--- src/rtl/textmode_ctrl.sv ---
// Text-mode tram controller: clear and scroll commands with a shared, registered
// write port on which CPU writes always win.
module textmode_ctrl #(
  parameter int WORD       = 32,
  parameter int ADDRW      = 14,
  parameter int TRAM_DEPTH = 8192
) (
  input  logic             clk,
  input  logic             rst,
  input  logic [ADDRW-1:0] text_hres,
  input  logic [ADDRW-1:0] text_vres,
  input  logic             cmd_valid,
  output logic             cmd_ready,
  input  logic [1:0]       cmd_op,
  input  logic [ADDRW-1:0] cmd_lines,
  input  logic [WORD-1:0]  cmd_fill,
  input  logic             cpu_we,
  input  logic [ADDRW-1:0] cpu_addr,
  input  logic [WORD-1:0]  cpu_wdata,
  output logic             tram_we,
  output logic [ADDRW-1:0] tram_waddr,
  output logic [WORD-1:0]  tram_wdata,
  output logic [ADDRW-1:0] scroll_offs,
  output logic             busy
);

  localparam int unsigned      PW    = 2 * ADDRW;
  localparam logic [ADDRW-1:0] LAST  = ADDRW'(TRAM_DEPTH - 1);
  localparam logic [ADDRW:0]   DEPTH = (ADDRW + 1)'(TRAM_DEPTH);

  typedef enum logic [1:0] {IDLE, CLEAR, SCROLL_OFFS, SCROLL_FILL} state_t;

  state_t           state;
  logic [ADDRW-1:0] addr;
  logic [ADDRW-1:0] lines_left;
  logic [PW-1:0]    cnt;
  logic [WORD-1:0]  fill;

  logic [ADDRW:0]   offs_sum;
  logic [ADDRW-1:0] offs_next;
  logic [PW-1:0]    row_prod;
  logic [ADDRW-1:0] row_off;
  logic [ADDRW:0]   fill_sum;
  logic [ADDRW-1:0] fill_base;
  logic [ADDRW-1:0] addr_inc;
  logic             issue;

  assign cmd_ready = (state == IDLE) && !rst;
  assign busy      = (state != IDLE);

  // Bottom row start is offs_next + (vres-1)*hres; both terms are already
  // reduced below TRAM_DEPTH, so a single conditional subtract wraps the sum.
  always_comb begin
    offs_sum  = {1'b0, scroll_offs} + {1'b0, text_hres};
    offs_next = (offs_sum >= DEPTH) ? ADDRW'(offs_sum - DEPTH) : offs_sum[ADDRW-1:0];
    row_prod  = PW'(ADDRW'(text_vres - ADDRW'(1))) * PW'(text_hres);
    row_off   = ADDRW'(row_prod % PW'(TRAM_DEPTH));
    fill_sum  = {1'b0, offs_next} + {1'b0, row_off};
    fill_base = (fill_sum >= DEPTH) ? ADDRW'(fill_sum - DEPTH) : fill_sum[ADDRW-1:0];
    addr_inc  = (addr == LAST) ? '0 : addr + 1'b1;
    issue     = ((state == CLEAR) || (state == SCROLL_FILL)) && (cnt != '0) && !cpu_we;
  end

  always_ff @(posedge clk) begin
    if (rst) begin
      state       <= IDLE;
      scroll_offs <= '0;
      addr        <= '0;
      lines_left  <= '0;
      cnt         <= '0;
      fill        <= '0;
      tram_we     <= 1'b0;
      tram_waddr  <= '0;
      tram_wdata  <= '0;
    end else begin
      tram_we    <= cpu_we | issue;
      tram_waddr <= cpu_we ? cpu_addr : addr;
      tram_wdata <= cpu_we ? cpu_wdata : fill;

      case (state)
        IDLE: begin
          if (cmd_valid) begin
            fill       <= cmd_fill;
            lines_left <= cmd_lines;
            case (cmd_op)
              2'd0: begin
                state <= CLEAR;
                addr  <= scroll_offs;
                cnt   <= PW'(text_hres) * PW'(text_vres);
              end
              2'd1: if (cmd_lines != '0) state <= SCROLL_OFFS;
              2'd2: scroll_offs <= '0;
              default: ;
            endcase
          end
        end
        CLEAR: begin
          if (cnt == '0) begin
            state <= IDLE;
          end else if (issue) begin
            addr <= addr_inc;
            cnt  <= cnt - 1'b1;
            if (cnt == PW'(1)) state <= IDLE;
          end
        end
        SCROLL_OFFS: begin
          scroll_offs <= offs_next;
          addr        <= fill_base;
          cnt         <= PW'(text_hres);
          state       <= SCROLL_FILL;
        end
        SCROLL_FILL: begin
          if (issue) begin
            addr <= addr_inc;
            cnt  <= cnt - 1'b1;
          end
          if ((cnt == '0) || (issue && (cnt == PW'(1)))) begin
            if (lines_left == ADDRW'(1)) begin
              state <= IDLE;
            end else begin
              lines_left <= lines_left - 1'b1;
              state      <= SCROLL_OFFS;
            end
          end
        end
        default: state <= IDLE;
      endcase
    end
  end

endmodule
--- config.mk ---
export PLATFORM = sky130hd
export DESIGN_NAME = textmode_ctrl
export DESIGN_NICKNAME = d
export VERILOG_FILES = /design/src/rtl/textmode_ctrl.sv
export SDC_FILE = /design/constraint.sdc
export NUM_CORES = 1
export LEC_CHECK = 0
export ABC_CLOCK_PERIOD_IN_PS = 10600
export CAP_MARGIN = 20
export CORE_ASPECT_RATIO = 0.5
export CORE_UTILIZATION = 48
export DETAILED_ROUTE_END_ITERATION = 10
export PLACE_DENSITY = 0.7
export SYNTH_ARGS = -nofsm -noshare
export SYNTH_HDL_FRONTEND = slang
export SYNTH_SLANG_ARGS = --single-unit
--- constraint.sdc ---
create_clock -name clk -period 10.6 [get_ports clk]
set_clock_uncertainty 0.1 [all_clocks]
set_input_delay 1.06 -clock clk [delete_from_list [all_inputs] [get_ports clk]]
set_output_delay 1.06 -clock clk [all_outputs]
set_load 0.1 [all_outputs]
[Word-level counts from Yosys, hierarchy flattened]
Index checks and enable logic that the tools add are counted.
Storage, ports and cells
  flip-flop bits (word level): 151
  logic and storage cells: 92
  output and inout port bits: 63
  input port bits: 126
Operators by class
  equal/unequal tests: 18
  multiplexer cells: 31
  reductions and logical operators: 21
  bitwise operators: 1
  $add $sub $neg: 8
  $mul: 2
  magnitude comparators: 2
Operators with widths (number)
  14-bit two-way mux: 13
  28-bit two-way mux: 4
  28-bit case mux with 4 select lines: 1
  14-bit case mux with 2 select lines: 2
  14-bit case mux with 4 select lines: 1
  32-bit two-way mux: 1
  15-bit by 14-bit greater-or-equal comparator with 1-bit output (second input constant): 2
  28-bit by 1-bit equality test with 1-bit output (second input constant): 1
  28-bit logical NOT: 1
  14-bit by 14-bit multiplier with 28-bit output: 1
  28-bit nonzero test: 1
  14-bit by 1-bit subtractor with 14-bit output (second input constant): 2
  14-bit subtractor (second input constant): 2
  28-bit by 1-bit subtractor with 28-bit output (second input constant): 1
  14-bit by 13-bit adder with 15-bit output: 1
  14-bit by 14-bit adder with 15-bit output: 1
  14-bit by 1-bit adder with 14-bit output (second input constant): 1
  14-bit by 1-bit equality test with 1-bit output (second input constant): 1
  14-bit by 13-bit equality test with 1-bit output (second input constant): 1
  14-bit by 14-bit multiplier with 13-bit output: 1
  2-bit two-way mux: 7
  14-bit nonzero test: 1
  2-bit case mux with 4 select lines: 1
  2-bit equality test (second input constant): 3
  other kinds (17): 32

[Logic depth before layout (Yosys ltp)]
Gate-level depths: netlist of the first run.
  depth in word-level cells: 8
  gate-level depth with buffers: 31

[Least setup slack after synthesis of the first run]
Ideal clock, no wire load.
  kind: input to register
  start point: input port text_vres[0]
  end point: register addr[12]
  buffers on the path: 1
  cell stages on the path: 27
  arrival time: 7.146 ns
  path slack: 3.214 ns
  path through: clkbuf_1 or4_4 nor4_1 xor2_1 and2_1 fa_1 inv_1 fa_1 inv_1 fa_1 inv_1 fa_1 fa_1 inv_1 ha_1 a21oi_1 o21bai_1 a21oi_1 xnor2_1 ha_1 o21a_1 nor2_1 nor4b_1 nor2_1 xnor2_1 a222oi_1 a211oi_1
On the way
  cells in the longest elaborated chain, start to end: 6
  elaborated cells on any way between the ends: 7
  those cells by class: add/sub: 3; mul: 1; order compare: 1; mux: 2
Ends and longest elaborated chain
  from (decl): RTL line 11  | input logic [ADDRW-1:0] text_vres,
  14-bit by 1-bit subtractor with 14-bit output (*): RTL line 56  | row_prod = PW'(ADDRW'(text_vres - ADDRW'(1))) * PW'(text_hres);
  14-bit by 14-bit multiplier with 13-bit output (*): RTL line 56
  14-bit by 13-bit adder with 15-bit output (*): RTL line 58  | fill_sum = {1'b0, offs_next} + {1'b0, row_off};
  14-bit subtractor / 15-bit by 14-bit greater-or-equal comparator with 1-bit output (equally long branches): RTL line 59  | fill_base = (fill_sum >= DEPTH) ? ADDRW'(fill_sum - DEPTH) : fill_sum[ADDRW-1:0];
  14-bit two-way mux (*): RTL line 59
  14-bit case mux with 4 select lines (*): RTL line 80  | case (state)
  to (signal assigned): RTL line 88  | addr <= scroll_offs;
  to (signal assigned): RTL line 101  | addr <= addr_inc;
  to (signal assigned): RTL line 108  | addr <= fill_base;
  to (decl): RTL line 34  | logic [ADDRW-1:0] addr;
Every way passes the cells marked *; elsewhere a longest branch is shown, timed or not.
A chain may end at the register's enable or synchronous reset.

[Worst setup path after layout of the first run]
  start point: input port text_vres[3]
  end point: register addr[12]
Same word-level chain as after synthesis.

==> results of run 1 <==
## worst min-delay path, stage by stage, from the launching register on
cell and delay, ns:
dfxtp_1 0.31, nand2_1 0.05, a21oi_1 0.05
## kinds of logic after synthesis
| kind of cell | after synthesis | synth area share |
|---|---|---|
| simple gates | 740 | 0.201 |
| buf+inv | 367 | 0.0807 |
| compound gates | 356 | 0.136 |
| fa+ha+maj | 350 | 0.333 |
| flops | 151 | 0.173 |
| xor+xnor | 82 | 0.0420 |
| mux | 58 | 0.0337 |
## how the worst max path moves through the flow
stage,to
finish,addr[12]
global route,addr[12]
CTS,addr[12]
detailed placement,addr[12]
global placement,addr[12]
floorplan,addr[12]
## state kept, by name, indices dropped and copies added (netlist names)
name,flops
fill,32
tram_wdata,32
cnt,28
addr,14
lines_left,14
scroll_offs,14
tram_waddr,14
state,2
tram_we,1
## synth_stat cells, types with 9 or more instances
library cell / n
a222oi_1: 10
xor2_1: 25
a21oi_1: 99
clkbuf_1: 96
o31ai_1: 11
or3_1: 13
a211oi_1: 17
inv_1: 251
and2_1: 102
o21ai_0: 63
fa_1: 191
a31oi_1: 12
nor2b_1: 30
mux2i_1: 53
and3_1: 9
ha_1: 159
nand2b_1: 9
xnor2_1: 56
nor4_1: 14
nand4_1: 9
nor3_1: 25
nand3_1: 25
nand2_1: 314
buf_2: 9
o21a_1: 13
dfxtp_1: 151
a22oi_1: 33
nor2_1: 149
a21o_1: 24
## placed cells by master, fill, tap and decap left out, types with 17 or more instances in the layout
cell type / Yosys / routed
a211oi_1: 17 / 17
a21o_1: 24 / 24
a21oi_1: 99 / 99
a22oi_1: 33 / 33
and2_1: 102 / 102
buf_4: 3 / 31
clkbuf_16: 0 / 17
clkdlybuf4s50_1: 0 / 186
dfxtp_1: 151 / 150
fa_1: 191 / 191
ha_1: 159 / 159
inv_1: 251 / 251
mux2i_1: 53 / 53
nand2_1: 314 / 314
nand3_1: 25 / 25
nor2_1: 149 / 149
nor2b_1: 30 / 30
nor3_1: 25 / 25
o21ai_0: 63 / 63
xnor2_1: 56 / 56
xor2_1: 25 / 25
## per-stage QoR
stage               hold slack [ns]   util
global route                  0.365  0.578
floorplan                     0.336      -
finish                        0.354  0.578
CTS                           0.355  0.577
detailed placement            0.346  0.560
global placement              0.342  0.560
## power by group through the flow
stage	Clock, mW	Combinational, mW	Sequential, mW
after floorplan	0	3.10	0.786
after global placement	0	4.13	0.701
after detailed placement	0	4.19	0.703
after CTS	0.638	4.23	0.690
after global routing	0.662	4.81	0.701
final	0.627	4.31	0.691
## cell type report
cell class / instances / area, um2
Fill cell: 3215 / 14800
Timing Repair Buffer: 219 / 2130
Clock inverter: 15 / 181
Inverter: 251 / 942
Multi-Input combinational cell: 1586 / 13000
Tap cell: 475 / 594
Clock buffer: 17 / 425
Sequential cell: 151 / 3020
## layer usage
metal,GRT usage,up-vias
li1,-,7189
met1,0.348,7273
met2,0.430,513
met3,0.0475,69
met4,0.0671,2
met5,0,-
==> impl_results.md, run 1 <==
* Final Max Slew Viols at 0
* Prevailing post-synth register cell: dfxtp_1
* Final WS setup at 2.45 ns
* Hold Vio Cnt, Final at 0
* Buf/Inv on CP at 5
* Cell Int Power at 2.78 mW
* Post-route cell area at 0.0203 mm2
* Inst Count DP at 2681
* Placer Congestion at 0.915
* Core Rows at 48
* Inserted Diodes at 0
* Top area cells in the synthesized netlist: fa_1 (22%), dfxtp_1 (17%), ha_1 (11%), nand2_1 (6.8%), inv_1 (5.4%)
* Worst r2r src: scroll_offs[0]
* CTS resizes at 0
* First DRT Iteration DRCs at 1201
* Worst path required time at 10.77 ns
* Metal-1 WL at 21700 um
* Reg-to-reg setup timing slack at 6.48 ns
* Worst vdd ir at 0.000301 V
* WL/cell at 17.5 um
* Initial core utilization at 0.496
* Die area at 0.0371 mm2
* Actual slew at the worst max-slew pin at 1.07 ns
* Max-cap violations at 0
* Syn nets at 2580
* Endpoints failing setup at 0
* Crit. Startpoint: text_vres[3]
* Normalized max-slew margin at 0.289
* Hold_sp: fill[10]
* Tcrit/Tclk final at 0.769
* Buffer depth of the longest clock path at 2
* Area after DPL at 0.0197 mm2
* Final Power at 5.63 mW
* Hold EP: fill[10]
* GRT Residual Overflow at 0
* Gate power share at 0.766
* Crit end category: flop
* CTS Hold Bufs at 0
* Leak at 9.25 nW
* Number of antenna violations at the first check in global routing at 1
* Vias in the first global route at 14800
* ANT nets after route at 0
* CTS HTree Levels at 4
* Fin Setup TNS at 0 ns
* Crit path depth at 25
* HPWL after DPL at 35200 um
* Hold WC Path Type: reg -> reg
* Largest net degree at the start of global routing at 92
* Status: finished clean
* IO Port Bufs at 188
* CTS tree: yes
* Total track usage at 0.259
* Die width at 272 um
* DR WL met2 at 21600 um
* Die height at 137 um
* Drt first pass iters at 5
* Yosys warns at 0
* Post-synth EDFFs at 0
* CP max FO at 18
* Final wirelength at 47400 um
* Sequential area share after synthesis at 0.173
* Crit path kind: in -> reg
* Seq pwr share at 0.123
* Layout cell share with drive strength beyond 1 at 0.0442
* Share of the synthesized area in the top cell type at 0.219
* Critical R2R Capture: addr[10]
* Root buf cell: clkbuf_16
* Top-Level Pins at 189
* Net Sw Frac at 0.507
* Most used cell, CP: xnor2_1
* CP max stage cell: clkdlybuf4s50_1
* Clock transition at path regs at 0.07 ns
* Tmin final at 8.15 ns
* CTS Buf Count at 17
* Layout Cells excl Fill at 2714
* Core area at 0.0351 mm2
* Crit path largest cell delay at 0.77 ns
* Final nets at 2702
* Async S/R FF share, synth at 0
* Pwr/cell area at 277 mW/mm2
* Drt drc at 0
* Delay-heaviest family, CP: adder cells
* Hold Path Depth at 2
* Flops & latches, synth at 151
* DR top layer: met5
* FMAX at 123 MHz
* Worst EP arrival at 8.32 ns
* DP Worst Slack at 2.02 ns
* Unrepaired setup endpoints after global routing: false
* Leading area contributor after synthesis: fa_1
* Syn Area/Cell at 8.29 um2
* Net Switching at 2.85 mW
* Library cells used by synthesis at 78
* Synth-to-Final Area Change at 16.4%
* Vias after detailed routing at 15000
* Syn Inst Count at 2104
* Startpoint types: input pin
* First-pass GRT wire length at 76600 um
* Post-Syn Area at 0.0174 mm2
* Clk_lat worst skew at 0.42 ns
* # clock sinks at 151
* Worst r2r path cells at 13
* # Post-CTS Setup Buffers at 0
* Clock Power Share at 0.111
* Vias per std cell at 5.54
* Met3 wire len at 3210 um
Note: power is estimated with default switching activity, not from simulation.
==> run 2, diff against run 1 <==
- ABC_CLOCK_PERIOD_IN_PS: 10600 -> 8400
- clock period: 10.6 -> 8.4 ns (I/O delays scaled with it)
==> impl_results.md, run 2 (synthesized netlist as in run 1, its figures left out) <==
* Status: finished clean (unchanged)
* Worst EP arrival at 7.77 ns (was 8.32 ns)
* CTS resizes at 0 (unchanged)
* CTS tree: yes (unchanged)
* Normalized max-slew margin at 0.292 (was 0.289)
* CP max FO at 6 (was 18)
* Vias after detailed routing at 14900 (was 15000)
* Hold Path Depth at 2 (unchanged)
* Placer Congestion at 0.894 (was 0.915)
* Worst r2r src: scroll_offs[0] (unchanged)
* # clock sinks at 151 (unchanged)
* CTS HTree Levels at 4 (unchanged)
* Net Switching at 3.43 mW (was 2.85 mW)
* DP Worst Slack at 0.362 ns (was 2.02 ns)
* Worst path required time at 8.59 ns (was 10.77 ns)
* Core area at 0.0351 mm2 (unchanged)
* # Post-CTS Setup Buffers at 0 (unchanged)
* Gate power share at 0.764 (was 0.766)
* Worst vdd ir at 0.000357 V (was 0.000301 V)
* CTS Hold Bufs at 0 (unchanged)
* Number of antenna violations at the first check in global routing at 1 (unchanged)
* HPWL after DPL at 36300 um (was 35200 um)
* Leak at 9.32 nW (was 9.25 nW)
* Inst Count DP at 2698 (was 2681)
* Seq pwr share at 0.127 (was 0.123)
* Inserted Diodes at 0 (unchanged)
* Final Max Slew Viols at 0 (unchanged)
* Layout Cells excl Fill at 2731 (was 2714)
* Hold Vio Cnt, Final at 0 (unchanged)
* Vias per std cell at 5.47 (was 5.54)
* Final WS setup at 0.826 ns (was 2.45 ns)
* Synth-to-Final Area Change at 17.0% (was 16.4%)
* Die width at 272 um (unchanged)
* Fin Setup TNS at 0 ns (unchanged)
* Endpoints failing setup at 0 (unchanged)
* Startpoint types: input pin (unchanged)
* Crit. Startpoint: text_vres[3] (unchanged)
* Die area at 0.0371 mm2 (unchanged)
* # fillers at 3164 (was 3215)
* First-pass GRT wire length at 74700 um (was 76600 um)
* Buffer depth of the longest clock path at 2 (unchanged)
* Final wirelength at 46800 um (was 47400 um)
* CTS Buf Count at 17 (unchanged)
* FMAX at 132 MHz
* Initial core utilization at 0.496 (unchanged)
* Unrepaired setup endpoints after global routing: false (unchanged)
* Crit path kind: in -> reg (unchanged)
* Vias in the first global route at 14200 (was 14800)
* Most frequent cells in the layout: nand2_1 (314), inv_1 (251), fa_1 (191) (unchanged)
* ANT nets after route at 0 (unchanged)
* Top-Level Pins at 189 (unchanged)
* First DRT Iteration DRCs at 984 (was 1201)
* Actual slew at the worst max-slew pin at 1.06 ns (was 1.07 ns)
* Die height at 137 um (unchanged)
* WL/cell at 17.1 um (was 17.5 um)
* Net Sw Frac at 0.498 (was 0.507)
* Final Power at 6.88 mW (was 5.63 mW)
* Final nets at 2719 (was 2702)
* IO Port Bufs at 188 (unchanged)
* Most common cell after layout, fill and taps aside: nand2_1 (unchanged)
* Drt first pass iters at 5 (unchanged)
* Clock Power Share at 0.109 (was 0.111)
* Root buf cell: clkbuf_16 (unchanged)
* Pwr/cell area at 337 mW/mm2 (was 277 mW/mm2)
* Clk_lat worst skew at 0.43 ns (was 0.42 ns)
* Clock transition at path regs at 0.07 ns (about the same)
* Hold_sp: fill[12] (was fill[10])
* Max-cap violations at 0 (unchanged)
* Drt drc at 0 (unchanged)
* Tmin final at 7.57 ns
* Layout cell share with drive strength beyond 1 at 0.0514 (was 0.0442)
* Hold WC Path Type: reg -> reg (unchanged)
* Top flop regs: fill (32), tram_wdata (32), cnt (28) (unchanged)
* Crit end category: flop (unchanged)
* Cell Int Power at 3.45 mW (was 2.78 mW)
* Total track usage at 0.255 (was 0.259)
* Core Rows at 48 (unchanged)
* Tcrit/Tclk final at 0.902
* Worst r2r path cells at 13 (unchanged)
* Largest net degree at the start of global routing at 62 (was 92)
* GRT Residual Overflow at 0 (unchanged)
-- run 2: path summary, 6_finish.rpt --
path	endpoint	slack, ns
max	addr[12]	0.83
min	fill[12]	0.35
max reg2reg	addr[10]	4.24
min reg2reg	fill[12]	0.35
-- run 2: layout make-up --
type | instances | area [um2] | area share
inverter | 251 | 942 | 0.0462
timing repair buffer | 236 | 2250 | 0.111
tap | 475 | 594 | 0.0291
multi-input combinational | 1586 | 13000 | 0.638
clock buffer | 18 | 439 | 0.0215
clock inverter | 14 | 134 | 0.00656
sequential | 151 | 3020 | 0.148
-- run 2: metal layers --
| metal | track usage | up-vias | wire, um |
|---|---|---|---|
| met4 | 0.0799 | 0 | 1150 |
| met2 | 0.415 | 480 | 21100 |
| met1 | 0.345 | 7166 | 21600 |
| met3 | 0.0451 | 70 | 2930 |
| li1 | - | 7223 | - |
| met5 | 0 | - | 0 |
-- run 2: power groups by stage --
stage | clock (mW) | sequential (mW) | combinational [mW]
floorplan | 0 | 0.992 | 3.92
global placement | 0 | 0.889 | 5.13
detailed placement | 0 | 0.892 | 5.18
CTS | 0.765 | 0.875 | 5.23
global route | 0.794 | 0.889 | 5.87
finish | 0.747 | 0.876 | 5.26
-- run 2: worst max-delay path, stage by stage --
cell and delay (ns):
clkdlybuf4s50_1 0.59, or4_4 0.62, nor4_1 0.24, xor2_1 0.22, and2_1 0.24, fa_1 0.53
inv_1 0.05, fa_1 0.47, inv_1 0.05, fa_1 0.49, inv_1 0.05, fa_1 0.48
fa_1 0.49, inv_1 0.04, ha_1 0.30, a21oi_1 0.23, o21bai_1 0.09, a21oi_1 0.17
xnor2_1 0.10, ha_1 0.31, o21a_1 0.13, nor2_1 0.06, nor4b_1 0.32, nor2_1 0.12
xnor2_1 0.13, a222oi_1 0.29, a211oi_1 0.11
-- run 2: stage by stage --
step | utilization | cell area (um2) | hold slack [ns]
after detailed placement | 0.563 | 19800 | 0.347
after global placement | 0.563 | 19800 | 0.343
after global routing | 0.580 | 20400 | 0.369
final | 0.580 | 20400 | 0.354
after CTS | 0.580 | 20400 | 0.356
after floorplan | - | 17400 | 0.336
==> run 3, diff against run 2 <==
- ABC_CLOCK_PERIOD_IN_PS: 8400 -> default
- CORE_UTILIZATION: 48 -> 59
- PLACE_DENSITY: 0.7 -> 0.83
==> impl_results.md, run 3 (synthesized netlist as in run 1, its figures left out) <==
* Normalized max-slew margin at 0.285 (was 0.292)
* Post-Route Utilization at 0.698 (was 0.580)
* Most frequent cells in the layout: nand2_1 (314), inv_1 (251), fa_1 (191) (unchanged)
* Synth-to-Final Area Change at 16.1% (was 17.0%)
* Final Max Slew Viols at 0 (unchanged)
* ANT nets after route at 0 (unchanged)
* Drt drc at 0 (unchanged)
* Leak at 9.29 nW (was 9.32 nW)
* Initial core utilization at 0.601 (was 0.496)
* WL/cell at 17.7 um (was 17.1 um)
* Pwr/cell area at 347 mW/mm2 (was 337 mW/mm2)
* Core Rows at 44 (was 48)
* Tcrit/Tclk final at 0.912 (was 0.902)
* Clk_lat worst skew at 0.43 ns (about the same)
* Fin Setup TNS at 0 ns (unchanged)
* Final wirelength at 46800 um (about the same)
* First-pass GRT wire length at 75200 um (was 74700 um)
* Met3 wire len at 3810 um (was 2930 um)
* Worst path required time at 8.63 ns (was 8.59 ns)
* IO Port Bufs at 188 (unchanged)
* Number of antenna violations at the first check in global routing at 0 (was 1)
* # Post-CTS Setup Buffers at 0 (unchanged)
* First DRT Iteration DRCs at 1386 (was 984)
* Endpoints failing setup at 0 (unchanged)
* Vias per std cell at 5.83 (was 5.47)
* CTS Hold Bufs at 0 (unchanged)
* Layout cell share with drive strength beyond 1 at 0.0506 (was 0.0514)
* GRT Residual Overflow at 0 (unchanged)
* # clock sinks at 151 (unchanged)
* Final nets at 2717 (was 2719)
* Final WS setup at 0.742 ns (was 0.826 ns)
* Die height at 124 um (was 137 um)
* CTS tree: yes (unchanged)
* Startpoint types: input pin (unchanged)
* Max-cap violations at 0 (unchanged)
* Final Power at 7.02 mW (was 6.88 mW)
* Buffer depth of the longest clock path at 2 (unchanged)
* Worst vdd ir at 0.000545 V (was 0.000357 V)
* CP max FO at 17 (was 6)
* CTS HTree Levels at 4 (unchanged)
* DP Worst Slack at 0.406 ns (was 0.362 ns)
* Placer Congestion at 0.910 (was 0.894)
* Most common cell after layout, fill and taps aside: nand2_1 (unchanged)
* Vias after detailed routing at 15400 (was 14900)
* Hold WC Path Type: reg -> reg (unchanged)
* Crit path largest cell delay at 0.52 ns (was 0.62 ns)
* CP max stage cell: clkdlybuf4s50_1 (was or4_4)
* FMAX at 131 MHz (was 132 MHz)
* Worst EP arrival at 7.88 ns (was 7.77 ns)
* DR top layer: met4 (unchanged)
* Top flop regs: fill (32), tram_wdata (32), cnt (28) (unchanged)
* HPWL after DPL at 35400 um (was 36300 um)
* CTS resizes at 0 (unchanged)
* Crit end category: flop (unchanged)
* Die width at 245 um (was 272 um)
* Top-Level Pins at 189 (unchanged)
* Core area at 0.0290 mm2 (was 0.0351 mm2)
* Most used cell, CP: xnor2_1 (was fa_1)
* Unrepaired setup endpoints after global routing: false (unchanged)
* Clock transition at path regs at 0.07 ns (about the same)
* Hold Vio Cnt, Final at 0 (unchanged)
* Crit path kind: in -> reg (unchanged)
* Inserted Diodes at 0 (unchanged)
* Tmin final at 7.66 ns (was 7.57 ns)
* Drt first pass iters at 5 (unchanged)
* # fillers at 2308 (was 3164)
* Status: finished clean (unchanged)
* Root buf cell: clkbuf_16 (unchanged)
* Metal-1 WL at 20500 um (was 21600 um)
* CTS Buf Count at 17 (unchanged)
* Largest net degree at the start of global routing at 85 (was 62)
* Die area at 0.0303 mm2 (was 0.0371 mm2)
* Vias in the first global route at 14800 (was 14200)
* Total track usage at 0.314 (was 0.255)
* Reg-to-reg setup timing slack at 4.22 ns (was 4.24 ns)
* DR WL met2 at 21300 um (was 21100 um)
* Actual slew at the worst max-slew pin at 1.07 ns (was 1.06 ns)
==> run 3: metal layers <==
metal	GRT usage	vias to the layer above
li1	-	7226
met1	0.422	7450
met2	0.516	647
met3	0.0545	99
met4	0.103	0
met5	0	-
==> run 3: worst paths after layout <==
kind,start,endpoint,cells after the start
max,text_vres[3],addr[13],26
min,fill[12],fill[12],2
max reg2reg,scroll_offs[0],addr[10],13
min reg2reg,fill[12],fill[12],2
==> run 3: layout make-up <==
cell class | count | area [um2] | area share
clock inverters | 15 | 134 | 0.00661
inverters | 251 | 942 | 0.0466
well taps | 391 | 489 | 0.0242
multi-input cells | 1586 | 13000 | 0.643
clock buffers | 17 | 425 | 0.0210
flip-flops and latches | 151 | 3020 | 0.149
repair buffers | 234 | 2220 | 0.110
==> run 3: per-stage QoR <==
stage          hold WS (ns)  instances  area [um2]
3_3_place_gp          0.342       2613       19700
3_5_place_dp          0.346       2613       19700
6_report              0.354       2645       20200
4_1_cts               0.356       2645       20200
5_1_grt               0.376       2645       20200
2_1_floorplan         0.336       2104       17400
==> run 3: worst max-delay path: cells and delay by family <==
family | cells | cell delay (ns)
XOR/XNOR | 8 | 2.02
buffers and inverters | 6 | 0.97
AND/OR/NAND/NOR | 4 | 0.96
adder cells (fa/ha/maj) | 6 | 2.70
AO/OA/AOI/OAI | 2 | 0.38
==> run 3: where the power goes <==
part	switching, mW	leakage [nW]	internal [mW]
combinational	3.14	7.78	2.26
clock	0.352	0.272	0.390
sequential	0.0825	1.24	0.799
total	3.58	9.29	3.45
